**src/rtl/decode_issue_stage_if.sv**
```systemverilog
// Bundle between fetch, the register file, writeback and execute as seen by
// the decode/issue stage. The stage itself takes the slave view; whoever
// drives fetch/writeback and consumes execute takes the master view.
interface decode_issue_stage_if #(
    parameter int IW = 32,
    parameter int DW = 16
);
    logic          in_valid;
    logic [IW-1:0] in_instr;
    logic          in_ready;

    logic [5:0]    rf_rd_addr_1;
    logic [5:0]    rf_rd_addr_2;
    logic [DW-1:0] rf_rd_data_1;
    logic [DW-1:0] rf_rd_data_2;

    logic          wb_en;
    logic [5:0]    wb_dest;
    logic [DW-1:0] wb_data;

    logic          flush;

    logic          out_valid;
    logic          out_ready;
    logic [5:0]    out_opcode;
    logic [4:0]    out_rd;
    logic          out_we;
    logic [DW-1:0] out_op_a;
    logic [DW-1:0] out_op_b;
    logic [DW-1:0] out_imm;

    modport slave (
        input  in_valid, in_instr,
        output in_ready,
        output rf_rd_addr_1, rf_rd_addr_2,
        input  rf_rd_data_1, rf_rd_data_2,
        input  wb_en, wb_dest, wb_data,
        input  flush,
        output out_valid, out_opcode, out_rd, out_we, out_op_a, out_op_b, out_imm,
        input  out_ready
    );

    modport master (
        output in_valid, in_instr,
        input  in_ready,
        input  rf_rd_addr_1, rf_rd_addr_2,
        output rf_rd_data_1, rf_rd_data_2,
        output wb_en, wb_dest, wb_data,
        output flush,
        input  out_valid, out_opcode, out_rd, out_we, out_op_a, out_op_b, out_imm,
        output out_ready
    );
endinterface

```
**src/rtl/decode_issue_stage.sv**
```systemverilog
// Decode/issue stage: splits the instruction word, reads the register file,
// forwards same-cycle writeback data, tracks pending writes in a busy
// scoreboard and holds fetch on RAW/WAW hazards.
module decode_issue_stage #(
    parameter int IW   = 32,
    parameter int DW   = 16,
    parameter int NREG = 32
) (
    input  logic                 clk,
    input  logic                 rst,
    decode_issue_stage_if.slave  bus
);
    // Instruction fields; imm overlaps rs2 by design of the encoding
    logic [5:0]  opcode;
    logic [4:0]  rd;
    logic [4:0]  rs1;
    logic [4:0]  rs2;
    logic [15:0] imm;
    logic [DW-1:0] imm_sx;

    assign opcode = bus.in_instr[IW-1 -: 6];
    assign rd     = bus.in_instr[25:21];
    assign rs1    = bus.in_instr[20:16];
    assign rs2    = bus.in_instr[15:11];
    assign imm    = bus.in_instr[15:0];
    assign imm_sx = DW'($signed(imm));

    // Read addresses follow in_instr even when in_valid is low
    assign bus.rf_rd_addr_1 = {1'b0, rs1};
    assign bus.rf_rd_addr_2 = {1'b0, rs2};

    // Instruction class: NOP, store/branch (no write), immediate (no rs2)
    logic is_nop;
    logic is_imm;
    logic is_sb;
    logic use_1;
    logic use_2;
    logic we;

    assign is_nop = (opcode == 6'h00);
    assign is_sb  = (opcode[5:4] == 2'b11);
    assign is_imm = (opcode[5:4] == 2'b10);
    assign use_1  = !is_nop;
    assign use_2  = !is_nop && !is_imm;
    assign we     = !is_nop && !is_sb && (rd != 5'd0);

    // Writeback this cycle targets one of our registers
    logic wb_hit_1;
    logic wb_hit_2;
    logic wb_hit_rd;

    assign wb_hit_1  = bus.wb_en && (bus.wb_dest == {1'b0, rs1});
    assign wb_hit_2  = bus.wb_en && (bus.wb_dest == {1'b0, rs2});
    assign wb_hit_rd = bus.wb_en && (bus.wb_dest == {1'b0, rd});

    // Operand select: r0 reads as zero, otherwise writeback beats the RF
    logic [DW-1:0] op_a;
    logic [DW-1:0] op_b;

    always_comb begin
        op_a = bus.rf_rd_data_1;
        if (rs1 == 5'd0)
            op_a = '0;
        else if (wb_hit_1)
            op_a = bus.wb_data;

        op_b = bus.rf_rd_data_2;
        if (is_imm)
            op_b = imm_sx;
        else if (rs2 == 5'd0)
            op_b = '0;
        else if (wb_hit_2)
            op_b = bus.wb_data;
    end

    // Hazard detection against the busy scoreboard; a register being
    // written back this cycle is no longer considered pending
    logic [NREG-1:0] busy;
    logic [NREG-1:0] busy_nxt;
    logic            hazard;
    logic            advance;
    logic            load;

    always_comb begin
        hazard = 1'b0;
        if (use_1 && (rs1 != 5'd0) && busy[rs1] && !wb_hit_1)
            hazard = 1'b1;
        if (use_2 && (rs2 != 5'd0) && busy[rs2] && !wb_hit_2)
            hazard = 1'b1;
        if (we && busy[rd] && !wb_hit_rd)
            hazard = 1'b1;
    end

    logic          out_valid_q;
    logic [5:0]    out_opcode_q;
    logic [4:0]    out_rd_q;
    logic          out_we_q;
    logic [DW-1:0] out_op_a_q;
    logic [DW-1:0] out_op_b_q;
    logic [DW-1:0] out_imm_q;

    assign advance      = (!out_valid_q || bus.out_ready) && !hazard && !bus.flush;
    assign load         = bus.in_valid && advance;
    assign bus.in_ready = advance || bus.flush;

    // Decode/execute pipeline register; flush discards its contents
    always_ff @(posedge clk or posedge rst) begin
        if (rst) begin
            out_valid_q  <= 1'b0;
            out_opcode_q <= '0;
            out_rd_q     <= '0;
            out_we_q     <= 1'b0;
            out_op_a_q   <= '0;
            out_op_b_q   <= '0;
            out_imm_q    <= '0;
        end else if (bus.flush) begin
            out_valid_q  <= 1'b0;
        end else if (load) begin
            out_valid_q  <= 1'b1;
            out_opcode_q <= opcode;
            out_rd_q     <= rd;
            out_we_q     <= we;
            out_op_a_q   <= op_a;
            out_op_b_q   <= op_b;
            out_imm_q    <= imm_sx;
        end else if (bus.out_ready) begin
            out_valid_q  <= 1'b0;
        end
    end

    assign bus.out_valid  = out_valid_q;
    assign bus.out_opcode = out_opcode_q;
    assign bus.out_rd     = out_rd_q;
    assign bus.out_we     = out_we_q;
    assign bus.out_op_a   = out_op_a_q;
    assign bus.out_op_b   = out_op_b_q;
    assign bus.out_imm    = out_imm_q;

    // Scoreboard update: writeback and flushed writes clear, issue sets
    // last so a same-cycle set wins over a clear
    always_comb begin
        busy_nxt = busy;
        if (bus.wb_en && !bus.wb_dest[5])
            busy_nxt[bus.wb_dest[4:0]] = 1'b0;
        if (bus.flush && out_valid_q && out_we_q)
            busy_nxt[out_rd_q] = 1'b0;
        if (load && we)
            busy_nxt[rd] = 1'b1;
        busy_nxt[0] = 1'b0;
    end

    // Scoreboard register
    always_ff @(posedge clk or posedge rst) begin
        if (rst)
            busy <= '0;
        else
            busy <= busy_nxt;
    end
endmodule

```
**src/flat_wrapper.sv**
```systemverilog
// flat-port wrapper written by rule: the top's interface ports become plain ports
module decode_issue_stage_flat 
#(
    parameter int IW   = 32,
    parameter int DW   = 16,
    parameter int NREG = 32
)
  (clk, rst, bus_in_valid, bus_in_instr, bus_in_ready, bus_rf_rd_addr_1, bus_rf_rd_addr_2, bus_rf_rd_data_1, bus_rf_rd_data_2, bus_wb_en, bus_wb_dest, bus_wb_data, bus_flush, bus_out_valid, bus_out_opcode, bus_out_rd, bus_out_we, bus_out_op_a, bus_out_op_b, bus_out_imm, bus_out_ready);
  decode_issue_stage_if #(.IW(IW), .DW(DW)) bus_i ();
  input  logic clk;
  input  logic rst;
  input wire logic [$bits(bus_i.in_valid)-1:0] bus_in_valid;
  input wire logic [$bits(bus_i.in_instr)-1:0] bus_in_instr;
  output wire logic [$bits(bus_i.in_ready)-1:0] bus_in_ready;
  output wire logic [$bits(bus_i.rf_rd_addr_1)-1:0] bus_rf_rd_addr_1;
  output wire logic [$bits(bus_i.rf_rd_addr_2)-1:0] bus_rf_rd_addr_2;
  input wire logic [$bits(bus_i.rf_rd_data_1)-1:0] bus_rf_rd_data_1;
  input wire logic [$bits(bus_i.rf_rd_data_2)-1:0] bus_rf_rd_data_2;
  input wire logic [$bits(bus_i.wb_en)-1:0] bus_wb_en;
  input wire logic [$bits(bus_i.wb_dest)-1:0] bus_wb_dest;
  input wire logic [$bits(bus_i.wb_data)-1:0] bus_wb_data;
  input wire logic [$bits(bus_i.flush)-1:0] bus_flush;
  output wire logic [$bits(bus_i.out_valid)-1:0] bus_out_valid;
  output wire logic [$bits(bus_i.out_opcode)-1:0] bus_out_opcode;
  output wire logic [$bits(bus_i.out_rd)-1:0] bus_out_rd;
  output wire logic [$bits(bus_i.out_we)-1:0] bus_out_we;
  output wire logic [$bits(bus_i.out_op_a)-1:0] bus_out_op_a;
  output wire logic [$bits(bus_i.out_op_b)-1:0] bus_out_op_b;
  output wire logic [$bits(bus_i.out_imm)-1:0] bus_out_imm;
  input wire logic [$bits(bus_i.out_ready)-1:0] bus_out_ready;
  assign bus_i.in_valid = bus_in_valid;
  assign bus_i.in_instr = bus_in_instr;
  assign bus_in_ready = bus_i.in_ready;
  assign bus_rf_rd_addr_1 = bus_i.rf_rd_addr_1;
  assign bus_rf_rd_addr_2 = bus_i.rf_rd_addr_2;
  assign bus_i.rf_rd_data_1 = bus_rf_rd_data_1;
  assign bus_i.rf_rd_data_2 = bus_rf_rd_data_2;
  assign bus_i.wb_en = bus_wb_en;
  assign bus_i.wb_dest = bus_wb_dest;
  assign bus_i.wb_data = bus_wb_data;
  assign bus_i.flush = bus_flush;
  assign bus_out_valid = bus_i.out_valid;
  assign bus_out_opcode = bus_i.out_opcode;
  assign bus_out_rd = bus_i.out_rd;
  assign bus_out_we = bus_i.out_we;
  assign bus_out_op_a = bus_i.out_op_a;
  assign bus_out_op_b = bus_i.out_op_b;
  assign bus_out_imm = bus_i.out_imm;
  assign bus_i.out_ready = bus_out_ready;
  decode_issue_stage #(.IW(IW), .DW(DW), .NREG(NREG)) u_core (.clk(clk), .rst(rst), .bus(bus_i));
endmodule
```
**config.mk**
```make
export PLATFORM = sky130hd
export DESIGN_NAME = decode_issue_stage_flat
export DESIGN_NICKNAME = d
export VERILOG_FILES = /design/src/rtl/decode_issue_stage_if.sv /design/src/rtl/decode_issue_stage.sv /design/src/flat_wrapper.sv
export SDC_FILE = /design/constraint.sdc
export NUM_CORES = 1
export LEC_CHECK = 0
export BUFFER_PORTS_ARGS = -buffer_cell sky130_fd_sc_hd__buf_2
export CORE_MARGIN = 2
export CORE_UTILIZATION = 58
export DETAILED_ROUTE_END_ITERATION = 8
export PLACE_DENSITY_LB_ADDON = 0.12
export SYNTH_ARGS = -nofsm -noshare
export SYNTH_HDL_FRONTEND = slang
export SYNTH_SLANG_ARGS = --single-unit
```
**constraint.sdc**
```tcl
create_clock -name clk -period 4.3 [get_ports clk]
set_input_delay 0.43 -clock clk [delete_from_list [all_inputs] [get_ports clk]]
set_output_delay 0.43 -clock clk [all_outputs]
set_load 0.02 [all_outputs]
```
== Word level (Yosys, flattened, before mapping) ==
Index checks and enable logic that the tools add are counted.
Cells by class
  $lt $le $gt $ge: 8
  equality and inequality tests: 5
  muxes and demuxes: 26
  bitwise gates (word level): 6
  reduce and logical (&&, ||, !) cells: 44
Operators by type and width (count)
  $mux W32: 3
  $mux W16: 5
  $and A32 B32 Y32: 2
  $not A32 Y32: 2
  $or A32 B32 Y32: 1
  $lt A5 B6 Y1 const B: 5
  $logic_and A1 B1 Y1: 24
  $eq A6 B5 Y1: 3
  $bmux W1 S5: 3
  $demux W1 S5: 3
  $ge A5 B1 Y1 const B: 3
  $reduce_bool A5 Y1: 3
  $mux W1: 12
  $logic_not A1 Y1: 10
  $logic_not A5 Y1: 2
  $logic_not A6 Y1: 1
  $eq A2 B2 Y1 const B: 2
  $reduce_bool A3 Y1: 1
  $logic_or A1 B1 Y1: 2
  $reduce_and A2 Y1: 1
  $not A1 Y1: 1
Word-level totals
  bits in registers: 92
  bits of input ports: 92
  output and inout port bits: 74
  word-level logic and storage cells: 97

== Longest topological paths before layout ==
Gate-level depths: netlist of run 1.
  depth in word-level cells: 14
  depth in mapped cells: 11
  gate-level depth less buffers: 7

== Least setup slack after synthesis of run 1 ==
No wires, ideal clock.
  kind: input to register
  from: input bus_in_instr[12]
  to: register u_core.out_imm_q[10], in the netlist u_core.bus.out_imm[10]
  library setup time: 125 ps
  data arrival time: 2539 ps
  required time: 4175 ps
  path slack: 1635 ps
  cell stages on the path: 10
  buffers on the path: 3
  path through: clkbuf_1 mux4_2 nor2_1 a21oi_1 and3_1 o311ai_1 nand4_1 buf_4 buf_6 mux2_4
Between the ends
  word-level cells in the longest chain between the ends: 11
  elaborated cells between the ends (all ways): 16
  those cells by class: eq/ne: 1; mux: 4; reduce/logical: 11
Ends and longest elaborated chain
  from (decl): line flat_wrapper.sv:13  | input wire logic [$bits(bus_i.in_instr)-1:0] bus_in_instr;
  $bmux W1 S5 (tied with other cells): line decode_issue_stage.sv:88  | if (use_2 && (rs2 != 5'd0) && busy[rs2] && !wb_hit_2)
  $mux W1 (not written as such) (tied with other cells): line decode_issue_stage.sv:88
  $logic_and A1 B1 Y1 / $logic_not A1 Y1 (equally long branches): line decode_issue_stage.sv:88
  $logic_and A1 B1 Y1 (*): line decode_issue_stage.sv:88
  $mux W1 (*): line decode_issue_stage.sv:88
  $mux W1 (*): line decode_issue_stage.sv:90  | if (we && busy[rd] && !wb_hit_rd)
  $logic_not A1 Y1 (*): line decode_issue_stage.sv:102  | assign advance = (!out_valid_q || bus.out_ready) && !hazard && !bus.flush;
  $logic_and A1 B1 Y1 (*) (2 in series): line decode_issue_stage.sv:102
  $logic_and A1 B1 Y1 (*): line decode_issue_stage.sv:103  | assign load = bus.in_valid && advance;
  $reduce_and A2 Y1 (no line) (*)
  to (signal assigned): line decode_issue_stage.sv:125  | out_imm_q <= imm_sx;
  to (decl): line decode_issue_stage.sv:100  | logic [DW-1:0] out_imm_q;
Every way passes the cells marked *; elsewhere a longest branch is shown, timed or not. The select of a mux whose other input is x is not followed.
A chain may end at the register's enable or synchronous reset.

== Final worst setup path of run 1 ==
  from: input bus_in_instr[21]
  to: output bus_in_ready
Between the ends
  word-level cells in the longest chain between the ends: 9
  elaborated cells between the ends (all ways): 14
  those cells by class: eq/ne: 1; mux: 3; reduce/logical: 10
Ends and longest elaborated chain
  $bmux W1 S5 (tied with other cells): line decode_issue_stage.sv:90
  $mux W1 (not written as such) (tied with other cells): line decode_issue_stage.sv:90
  $logic_and A1 B1 Y1 / $logic_not A1 Y1 (equally long branches): line decode_issue_stage.sv:90
  $logic_and A1 B1 Y1 (*): line decode_issue_stage.sv:90
  $mux W1 (*): line decode_issue_stage.sv:90
  $logic_not A1 Y1 (*): line decode_issue_stage.sv:102
  $logic_and A1 B1 Y1 (*) (2 in series): line decode_issue_stage.sv:102
  $logic_or A1 B1 Y1 (*): line decode_issue_stage.sv:104  | assign bus.in_ready = advance || bus.flush;
  to (decl): line flat_wrapper.sv:14  | output wire logic [$bits(bus_i.in_ready)-1:0] bus_in_ready;
Marked as above.

==> metrics.csv, run 1 <==
metric,value,unit
Rows,37,
top cell type by total area after synthesis,dfrtp_1,
"CTS clk-pin slew, worst paths",0.10,ns
num ports,166,
vias in the first global route,4989,
# clock sinks,92,
Worst EP arrival,2.62,ns
crit path time final,3.054,ns
ANT nets after route,0,
maximum VDD drop,0.0002870,V
Pre-antenna DRT Iters,5,
type of element launching the critical path,input port,
Netlist cell types,47,
# fillers,819,
HPWL after DPL,12550,um
grt ovf,0,
Post-synth EDFFs,0,
"Async S/R FF share, synth",100.0,%
top_reg_cell synth,dfrtp_1,
P&R area growth vs syn,15.67,%
"Worst Path Class, Setup",in -> out,
Yosys Warn Count,0,
"Data required, critical path",3.87,ns
H-Tree Depth,3,
first-pass GRT wire length,27470,um
multi-input logic area,0.003477,sq mm
die width,106.8,um
#FFs+latches synth,92,
All-Layer GR Usage,31.45,%
Num CTS Buffers,9,
Max Clk Rate,327.4,MHz
Routed wire per std cell,22.69,um
CTS root buffer,clkbuf_8,
commonest cells in the synthesized netlist,"dfrtp_1, mux2_4, mux2i_1, o221ai_1, o41ai_2",
setup_tns,0,ns
core box area,0.01028,sq mm
initial core utilization,59.65,%
total number of vias,5093,
"count leader, synth",dfrtp_1,
final hold violation count,0,
placed instance area,0.006869,sq mm
Rel. slew slack,40.09,%
nets,731,
Max Slew Vio Count,0,
post-cts resize count,0,
final core utilization,69.00,%
pin count of the biggest net entering global routing,54,
post-synth top area share,37.55,%
CTS tree,yes,
Die Span Y,106.8,um
Hold Buf Count CTS,0,
post-route design area,0.007092,sq mm
dominant cells by area after synthesis,"dfrtp_1, mux2_4, o41ai_2",
CP Capture Type,output pin,
DRT iter0 DRCs,504,
sequential cell area,0.002302,sq mm
CP max FO,14,
ANT cells,0,
register area share after synthesis,37.55,%
I/O Buffers,163,
RSZ-0062 raised after global routing,no,
status,finished clean,
# Max-Cap Violations,0,
Post-Layout Cell Count,780,
Max Buffers Root-to-Sink,2,
GPL Wtd Cong,0.9063,
clk_lat worst skew,0.37,ns
Die Area,0.01141,sq mm
initial antenna violation count,0,
placed cells,764,
worst-margin pin slew,0.8977,ns
Post-route DRC,0,
Hold/Removal Path Class,in -> async,
Synth Instances,513,
share of post-route cells with drive strength above 1,47.36,%
Lkg Pwr,0.003558,uW
setup bufs post-CTS,0,
Setup-failing EPs final,0,
final WL,17700,um
post-synthesis area per instance,11.95,sq um
synthesized cell area,0.006131,sq mm
drt via density,6.529,
Power Dens Cells,432.1,mW/mm^2
Worst Clk Skew,0.01553,ns
fin crit share,71.03,%
state kept, by name, summed over array words and instances, names as in the netlist:
signal	cells
u_core.busy	31
u_core.bus.out_valid	1
u_core.bus.out_opcode	6
u_core.bus.out_we	1
u_core.bus.out_op_b	16
u_core.bus.out_imm	16
u_core.bus.out_rd	5
u_core.bus.out_op_a	16
cell type report:
type	count	share of cell area, %
repair buffers	172	12.63
multi-input cells	358	49.03
clock buffers	10	1.800
well taps	136	2.399
inverters	6	0.3352
clock inverters	6	1.341
flip-flops and latches	92	32.46
per-stage QoR:
step / power, uW / setup slack (ns) / hold WS (ns)
after detailed placement: 2399 / 0.9789 / 0.4869
after global placement: 2368 / 1.003 / 0.4841
final: 3064 / 1.246 / 0.2069
after floorplan: 2027 / 1.478 / 0.5386
after CTS: 3070 / 1.283 / 0.2305
after global routing: 3211 / 1.038 / 0.2703
routing by layer:
| metal | track usage, % | routed length [um] | share of wire, % |
|---|---|---|---|
| met1 | 44.02 | 7238 | 41 |
| met2 | 48.86 | 8162 | 46 |
| met3 | 7.295 | 1872 | 11 |
| met4 | 9.740 | 425 | 2.4 |
| met5 | 0 | 0 | 0 |
kinds of logic after synthesis:
kind of cell           synth area share (%)
multiplexers                          27.31
buffers and inverters                 5.796
other                               0.06117
XOR/XNOR                              2.143
AO/OA/AOI/OAI                         16.86
AND/OR/NAND/NOR                       10.29
flip-flops                            37.55
critical path, cell delays in order:
cell and delay [ns]:
buf_2 0.33, mux4_2 0.54, nor2b_1 0.14, nor4_1 0.41
a211oi_1 0.15, a31oi_1 0.24, a31o_2 0.22, buf_2 0.17
cells in the final DEF, fill, tap and decap left out, types with 3 or more instances in the layout:
cell | synthesis | layout
nand3b_1 | 12 | 12
dfrtp_1 | 92 | 92
mux4_2 | 16 | 16
a211oi_1 | 3 | 3
nor3_1 | 3 | 3
xnor2_1 | 6 | 6
nand2b_1 | 7 | 7
o41ai_2 | 31 | 31
o221ai_1 | 31 | 31
xor2_1 | 9 | 9
or3b_2 | 5 | 5
nor4_1 | 3 | 3
nor2b_1 | 12 | 12
buf_2 | 8 | 163
nand3_1 | 11 | 11
nand2_1 | 23 | 23
mux2_2 | 14 | 14
buf_4 | 14 | 8
mux2i_1 | 45 | 45
nor2_1 | 28 | 28
inv_1 | 6 | 5
or3_1 | 5 | 5
a21oi_1 | 3 | 3
mux2_4 | 47 | 47
clkbuf_8 | 0 | 9
o21ai_0 | 17 | 17
worst paths after layout:
check,startpoint,endpoint,cells past startpoint,slack (ns)
hold reg to reg,u_core.bus.out_imm[1]$_DFFE_PP0P_,u_core.bus.out_imm[1]$_DFFE_PP0P_,1,0.51
max in group asynchronous,rst,u_core.busy[24]$_DFF_PP0_,3,3.01
setup reg to reg,u_core.busy[19]$_DFF_PP0_,u_core.busy[19]$_DFF_PP0_,8,1.32
setup / recovery,bus_in_instr[21],bus_in_ready,8,1.25
min in group clk,bus_in_instr[1],u_core.bus.out_imm[1]$_DFFE_PP0P_,2,0.30
hold / removal,rst,u_core.bus.out_op_b[6]$_DFFE_PP0P_,2,0.21
power by group:
| group | internal [uW] | switching, uW |
|---|---|---|
| Combinational | 525 | 613 |
| Clock | 334 | 336 |
| Sequential | 1080 | 176 |
Power figures use the tool's default switching activity.
==> run 2, diff against run 1 <==
- CORE_UTILIZATION: 58 -> 54
- clock period: 4.3 -> 2.92 ns (I/O delays scaled with it)
==> metrics.csv, run 2 (synthesized netlist as in run 1, its figures left out) <==
metric,value,unit,change
initial antenna violation count,0,,unchanged
core box area,0.01094,sq mm,was 0.01028 sq mm
Setup-failing EPs final,0,,unchanged
I/O Buffers,163,,unchanged
initial core utilization,56.06,%,was 59.65%
"slowest stage cell, crit path",mux4_2,,unchanged
DRT iter0 DRCs,480,,was 504
max FFs per register,31,,unchanged
CP max FO,4,,was 14
HPWL after DPL,12980,um,was 12550 um
ANT cells,0,,unchanged
post-cts resize count,0,,unchanged
setup_tns,0,ns,unchanged
Rows,38,,was 37
grt ovf,0,,unchanged
Reg2Reg Depth,9,,was 8
CP Capture Type,output pin,,unchanged
WP buf/inv,1,,was 2
Rel. slew slack,53.44,%,was 40.09%
placed instance area,0.007074,sq mm,was 0.006869 sq mm
Die Area,0.01222,sq mm,was 0.01141 sq mm
drt via density,6.346,,was 6.529
All-Layer GR Usage,30.12,%,was 31.45%
multi-input logic area,0.003477,sq mm,unchanged
GPL Wtd Cong,0.9724,,was 0.9063
clk_lat worst skew,0.34,ns,was 0.37 ns
Max Buffers Root-to-Sink,2,,unchanged
Worst Clk Skew,0.006121,ns,was 0.01553 ns
Max Clk Rate,362.8,MHz,
"CTS clk-pin slew, worst paths",0.06,ns,was 0.10 ns
post-route design area,0.007382,sq mm,was 0.007092 sq mm
total number of vias,5102,,was 5093
crit-path cells,"mux4_2, nor2b_1, nor4_1, a211oi_1, a31oi_1, a31o_2, buf_2",,"was buf_2, mux4_2, nor2b_1, nor4_1, a211oi_1, a31oi_1, a31o_2, buf_2"
# clock sinks,92,,unchanged
Reg2Reg Setup Slack,0.20,ns,was 1.32 ns
nets,751,,was 731
"Data required, critical path",2.63,ns,was 3.87 ns
Reg2Reg Capture Point,u_core.bus.out_rd[3]$_DFFE_PP0P_,,was u_core.busy[19]$_DFF_PP0_
Pwr Total,4770,uW,was 3064 uW
Top reg by flops,u_core.busy,,unchanged
Power Dens Cells,646.1,mW/mm^2,was 432.1 mW/mm^2
reg2reg start,u_core.busy[19]$_DFF_PP0_,,unchanged
Hold Buf Count CTS,0,,unchanged
sequential cell area,0.002302,sq mm,unchanged
CTS tree,yes,,unchanged
type of element launching the critical path,flop,,was input port
num ports,166,,unchanged
worst-margin pin slew,0.6983,ns,was 0.8977 ns
# Max-Cap Violations,0,,unchanged
share of post-route cells with drive strength above 1,49.10,%,was 47.36%
Pre-antenna DRT Iters,5,,unchanged
die width,110.6,um,was 106.8 um
Max stage delay on crit path,0.47,ns,was 0.54 ns
Post-route DRC,0,,unchanged
maximum VDD drop,0.0003966,V,was 0.0002870 V
"Worst Path Class, Setup",reg -> out,,was in -> out
pin count of the biggest net entering global routing,57,,was 54
setup bufs post-CTS,0,,unchanged
Num CTS Buffers,9,,unchanged
Max Slew Vio Count,0,,unchanged
Die Span Y,110.6,um,was 106.8 um
crit-path leading delay family,compound AO/OA/AOI/OAI gates,,unchanged
vias in the first global route,5163,,was 4989
status,finished clean,,unchanged
first-pass GRT wire length,28950,um,was 27470 um
H-Tree Depth,3,,unchanged
CTS root buffer,clkbuf_16,,was clkbuf_8
RSZ-0062 raised after global routing,no,,unchanged
ANT nets after route,0,,unchanged
"commonest non-fill, non-tap cells in the layout","buf_2, dfrtp_1, mux2_4",,unchanged
# fillers,849,,was 819
P&R area growth vs syn,20.41,%,was 15.67%
most common library cell in the layout ignoring fill and taps,buf_2,,unchanged
Worst EP arrival,2.46,ns,was 2.62 ns
fin crit share,94.40,%,
final WL,18100,um,was 17700 um
Routed wire per std cell,22.52,um,was 22.69 um
final hold violation count,0,,unchanged
Hold/Removal Path Class,in -> async,,unchanged
crit path time final,2.757,ns,
Lkg Pwr,0.003724,uW,was 0.003558 uW
[run 2: changes by cell type in the layout (fill, tap and decap cells not counted)]
cell and change:
buf_4 +16, clkbuf_16 +9, clkbuf_8 -8, buf_12 +4
clkinv_2 +2, clkinvlp_4 -2, bufinv_16 -1, clkbuf_1 -1
inv_6 +1
[run 2: worst max-delay path by stage]
stage	startpoint	endpoint	slack [ns]	cells past startpoint
3_5_place_dp	bus_in_instr[21]	u_core.bus.out_rd[3]$_DFFE_PP0P_	0.07	10
2_1_floorplan	rst	u_core.bus.out_imm[0]$_DFFE_PP0P_	0.24	1
5_1_grt	u_core.busy[27]$_DFF_PP0_	bus_in_ready	0.07	7
3_3_place_gp	bus_in_instr[21]	u_core.bus.out_rd[3]$_DFFE_PP0P_	0.14	11
4_1_cts	u_core.busy[27]$_DFF_PP0_	bus_in_ready	0.16	7
6_report	u_core.busy[19]$_DFF_PP0_	bus_in_ready	0.16	7
[run 2: area by class of cell]
cell class / count / area share [%]
multi-input combinational: 358 / 47.10
sequential: 92 / 31.19
timing repair buffer: 192 / 14.85
clock buffer: 10 / 3.237
tap: 140 / 2.373
clock inverter: 6 / 0.9322
inverter: 6 / 0.3220
[run 2: worst reg2reg max path: cells and delay by family (launching register included)]
| kind | cells | cell delay, ns |
|---|---|---|
| mux | 2 | 0.80 |
| simple gates | 3 | 0.62 |
| flops | 1 | 0.43 |
| compound gates | 2 | 0.40 |
| buf+inv | 2 | 0.36 |
[run 2: per-stage QoR]
step,util (%),setup WS (ns),instances,hold slack [ns]
final,67.51,0.1635,804,0.01454
after global routing,67.51,0.07042,804,0.06186
after CTS,67.51,0.1609,804,0.03840
after detailed placement,64.69,0.06940,788,0.4020
after global placement,64.69,0.1370,788,0.3999
after floorplan,-,0.2360,514,0.4006
[run 2: power by group]
part           total (uW)  switching (uW)  internal, uW  leakage (uW)
Combinational        1690             896           799       0.00242
Sequential           1870             274          1590       0.00115
Clock                1210             512           696      0.000155
Total                4770            1680          3090       0.00372
[run 2: layer usage]
| metal | global-route usage (%) | wire (um) |
|---|---|---|
| met4 | 9.833 | 411 |
| met3 | 8.288 | 1627 |
| met2 | 46.30 | 8351 |
| met5 | 0 | 0 |
| met1 | 41.54 | 7714 |
==> run 3, diff against run 2 <==
- CTS_CLUSTER_SIZE: default -> 24
- GPL_TIMING_DRIVEN: default -> 0
==> metrics.csv, run 3 (synthesized netlist as in run 1, its figures left out) <==
metric,value,unit,change
status,finished clean,,unchanged
initial core utilization,56.06,%,unchanged
Post-Layout Cell Count,827,,was 804
I/O Buffers,155,,was 163
CTS root buffer,clkbuf_16,,unchanged
CTS tree,yes,,unchanged
nets,774,,was 751
core box area,0.01094,sq mm,unchanged
Max Buffers Root-to-Sink,2,,unchanged
"Data required, critical path",2.63,ns,about the same
share of post-route cells with drive strength above 1,47.45,%,was 49.10%
Final WS setup,0.01834,ns,was 0.1635 ns
fin crit share,99.37,%,was 94.40%
crit-path cells,"mux4_2, nor2b_1, nor4_2, a211oi_1, a31oi_1, a31o_2, buf_2",,"was mux4_2, nor2b_1, nor4_1, a211oi_1, a31oi_1, a31o_2, buf_2"
"CTS clk-pin slew, worst paths",0.07,ns,was 0.06 ns
max FFs per register,31,,unchanged
Max Slew Vio Count,0,,unchanged
CP Capture Type,output pin,,unchanged
# clock sinks,92,,unchanged
Hold Worst Slack,0.1814,ns,was 0.01454 ns
most common library cell in the layout ignoring fill and taps,buf_2,,unchanged
Setup-failing EPs final,0,,unchanged
grt ovf,0,,unchanged
Die Span Y,110.6,um,unchanged
Worst EP arrival,2.61,ns,was 2.46 ns
final hold violation count,0,,unchanged
placed instance area,0.007116,sq mm,was 0.007074 sq mm
setup_tns,0,ns,unchanged
Power Dens Cells,643.8,mW/mm^2,was 646.1 mW/mm^2
ANT cells,0,,unchanged
Worst Clk Skew,0.008323,ns,was 0.006121 ns
post-route design area,0.007458,sq mm,was 0.007382 sq mm
Num CTS Buffers,9,,unchanged
worst-margin pin slew,0.9314,ns,was 0.6983 ns
P&R area growth vs syn,21.65,%,was 20.41%
Rel. slew slack,37.91,%,was 53.44%
DP Worst Slack,-0.3643,ns,was 0.06940 ns
clk_lat worst skew,0.35,ns,was 0.34 ns
multi-input logic area,0.003483,sq mm,was 0.003477 sq mm
ANT nets after route,0,,unchanged
pin count of the biggest net entering global routing,57,,unchanged
Routed wire per std cell,23.37,um,was 22.52 um
final WL,19330,um,was 18100 um
"Worst Path Class, Setup",reg -> out,,unchanged
Top reg by flops,u_core.busy,,unchanged
All-Layer GR Usage,31.91,%,was 30.12%
first-pass GRT wire length,30730,um,was 28950 um
sequential cell area,0.002302,sq mm,unchanged
die width,110.6,um,unchanged
Lkg Pwr,0.003741,uW,was 0.003724 uW
Max Clk Rate,344.6,MHz,was 362.8 MHz
# Max-Cap Violations,0,,unchanged
H-Tree Depth,3,,unchanged
num ports,166,,unchanged
"slowest stage cell, crit path",mux4_2,,unchanged
Hold/Removal Path Class,in -> reg,,was in -> async
Pre-antenna DRT Iters,6,,was 5
"commonest non-fill, non-tap cells in the layout","buf_2, dfrtp_1, mux2_4",,unchanged
Rows,38,,unchanged
drt via density,6.489,,was 6.346
placed cells,810,,was 788
Die Area,0.01222,sq mm,unchanged
crit path time final,2.902,ns,was 2.757 ns
DRT iter0 DRCs,615,,was 480
vias in the first global route,5402,,was 5163
maximum VDD drop,0.0003859,V,was 0.0003966 V
HPWL after DPL,13800,um,was 12980 um
Post-route DRC,0,,unchanged
total number of vias,5366,,was 5102
CP max FO,4,,unchanged
GPL Wtd Cong,0.9659,,was 0.9724
# fillers,861,,was 849
type of element launching the critical path,flop,,unchanged
initial antenna violation count,0,,unchanged
Max stage delay on crit path,0.49,ns,was 0.47 ns
## run 3: cell types whose count changed in the layout (fill, tap and decap cells not counted), sizes merged
| cell | previous run | this run |
|---|---|---|
| buf | 192 | 188 |
| clkinv | 3 | 4 |
| inv | 8 | 6 |
| clkbuf | 10 | 37 |
| dlygate4sd3 | 0 | 1 |
## run 3: where the power goes
group	switching, uW	total [uW]	internal, uW
combinational	971	1780	812
sequential	224	1820	1590
clock	511	1200	690
## run 3: final cells by class
cell class	instances	area share, %
well taps	140	2.349
inverters	6	0.3355
clock inverters	5	0.8220
repair buffers	160	11.21
multi-input cells	358	46.70
clock buffers	11	3.254
plain buffers	55	4.462
flip-flops and latches	92	30.87
## run 3: routing by layer
metal / vias up / global-route usage, % / routed length [um]
met2: 370 / 49.00 / 8953
met3: 70 / 8.123 / 1931
met1: 2629 / 42.92 / 7726
met5: - / 0 / 0
met4: 0 / 14.00 / 719
li1: 2297 / - / -
## run 3: worst max-delay path, delay by kind of cell (launching register included)
family          cells  cell delay [ns]
compound gates      3             0.64
buf+inv             1             0.17
flops               1             0.44
mux                 1             0.49
simple gates        2             0.52
## run 3: final timing paths
kind / from / endpoint / slack [ns] / depth (start not counted)
worst min register to register: u_core.bus.out_op_b[6]$_DFFE_PP0P_ / u_core.bus.out_op_b[6]$_DFFE_PP0P_ / 0.50 / 1
worst max register to register: u_core.busy[6]$_DFF_PP0_ / u_core.bus.out_rd[3]$_DFFE_PP0P_ / 0.04 / 9
worst min-delay path: bus_in_instr[29] / u_core.bus.out_opcode[3]$_DFFE_PP0P_ / 0.18 / 2
worst max-delay path: u_core.busy[6]$_DFF_PP0_ / bus_in_ready / 0.02 / 7
max in group asynchronous: rst / u_core.bus.out_op_a[10]$_DFFE_PP0P_ / 1.77 / 4
min in group asynchronous: rst / u_core.bus.out_op_b[4]$_DFFE_PP0P_ / 0.51 / 3
## run 3: timing repair
action                                  4_1_cts  5_1_grt
hold buffers                                  1        0
resized for setup                             1        8
buffers inserted                              0        3
hold endpoints to repair                     28        0
pin swaps                                     0        3
endpoints found under the setup margin       17       77
## run 3: through the flow
stage	utilization (%)	total power, uW
floorplan	-	2985
global placement	64.79	3534
detailed placement	65.07	3587
CTS	67.88	4790
global route	68.20	5007
finish	68.20	4802
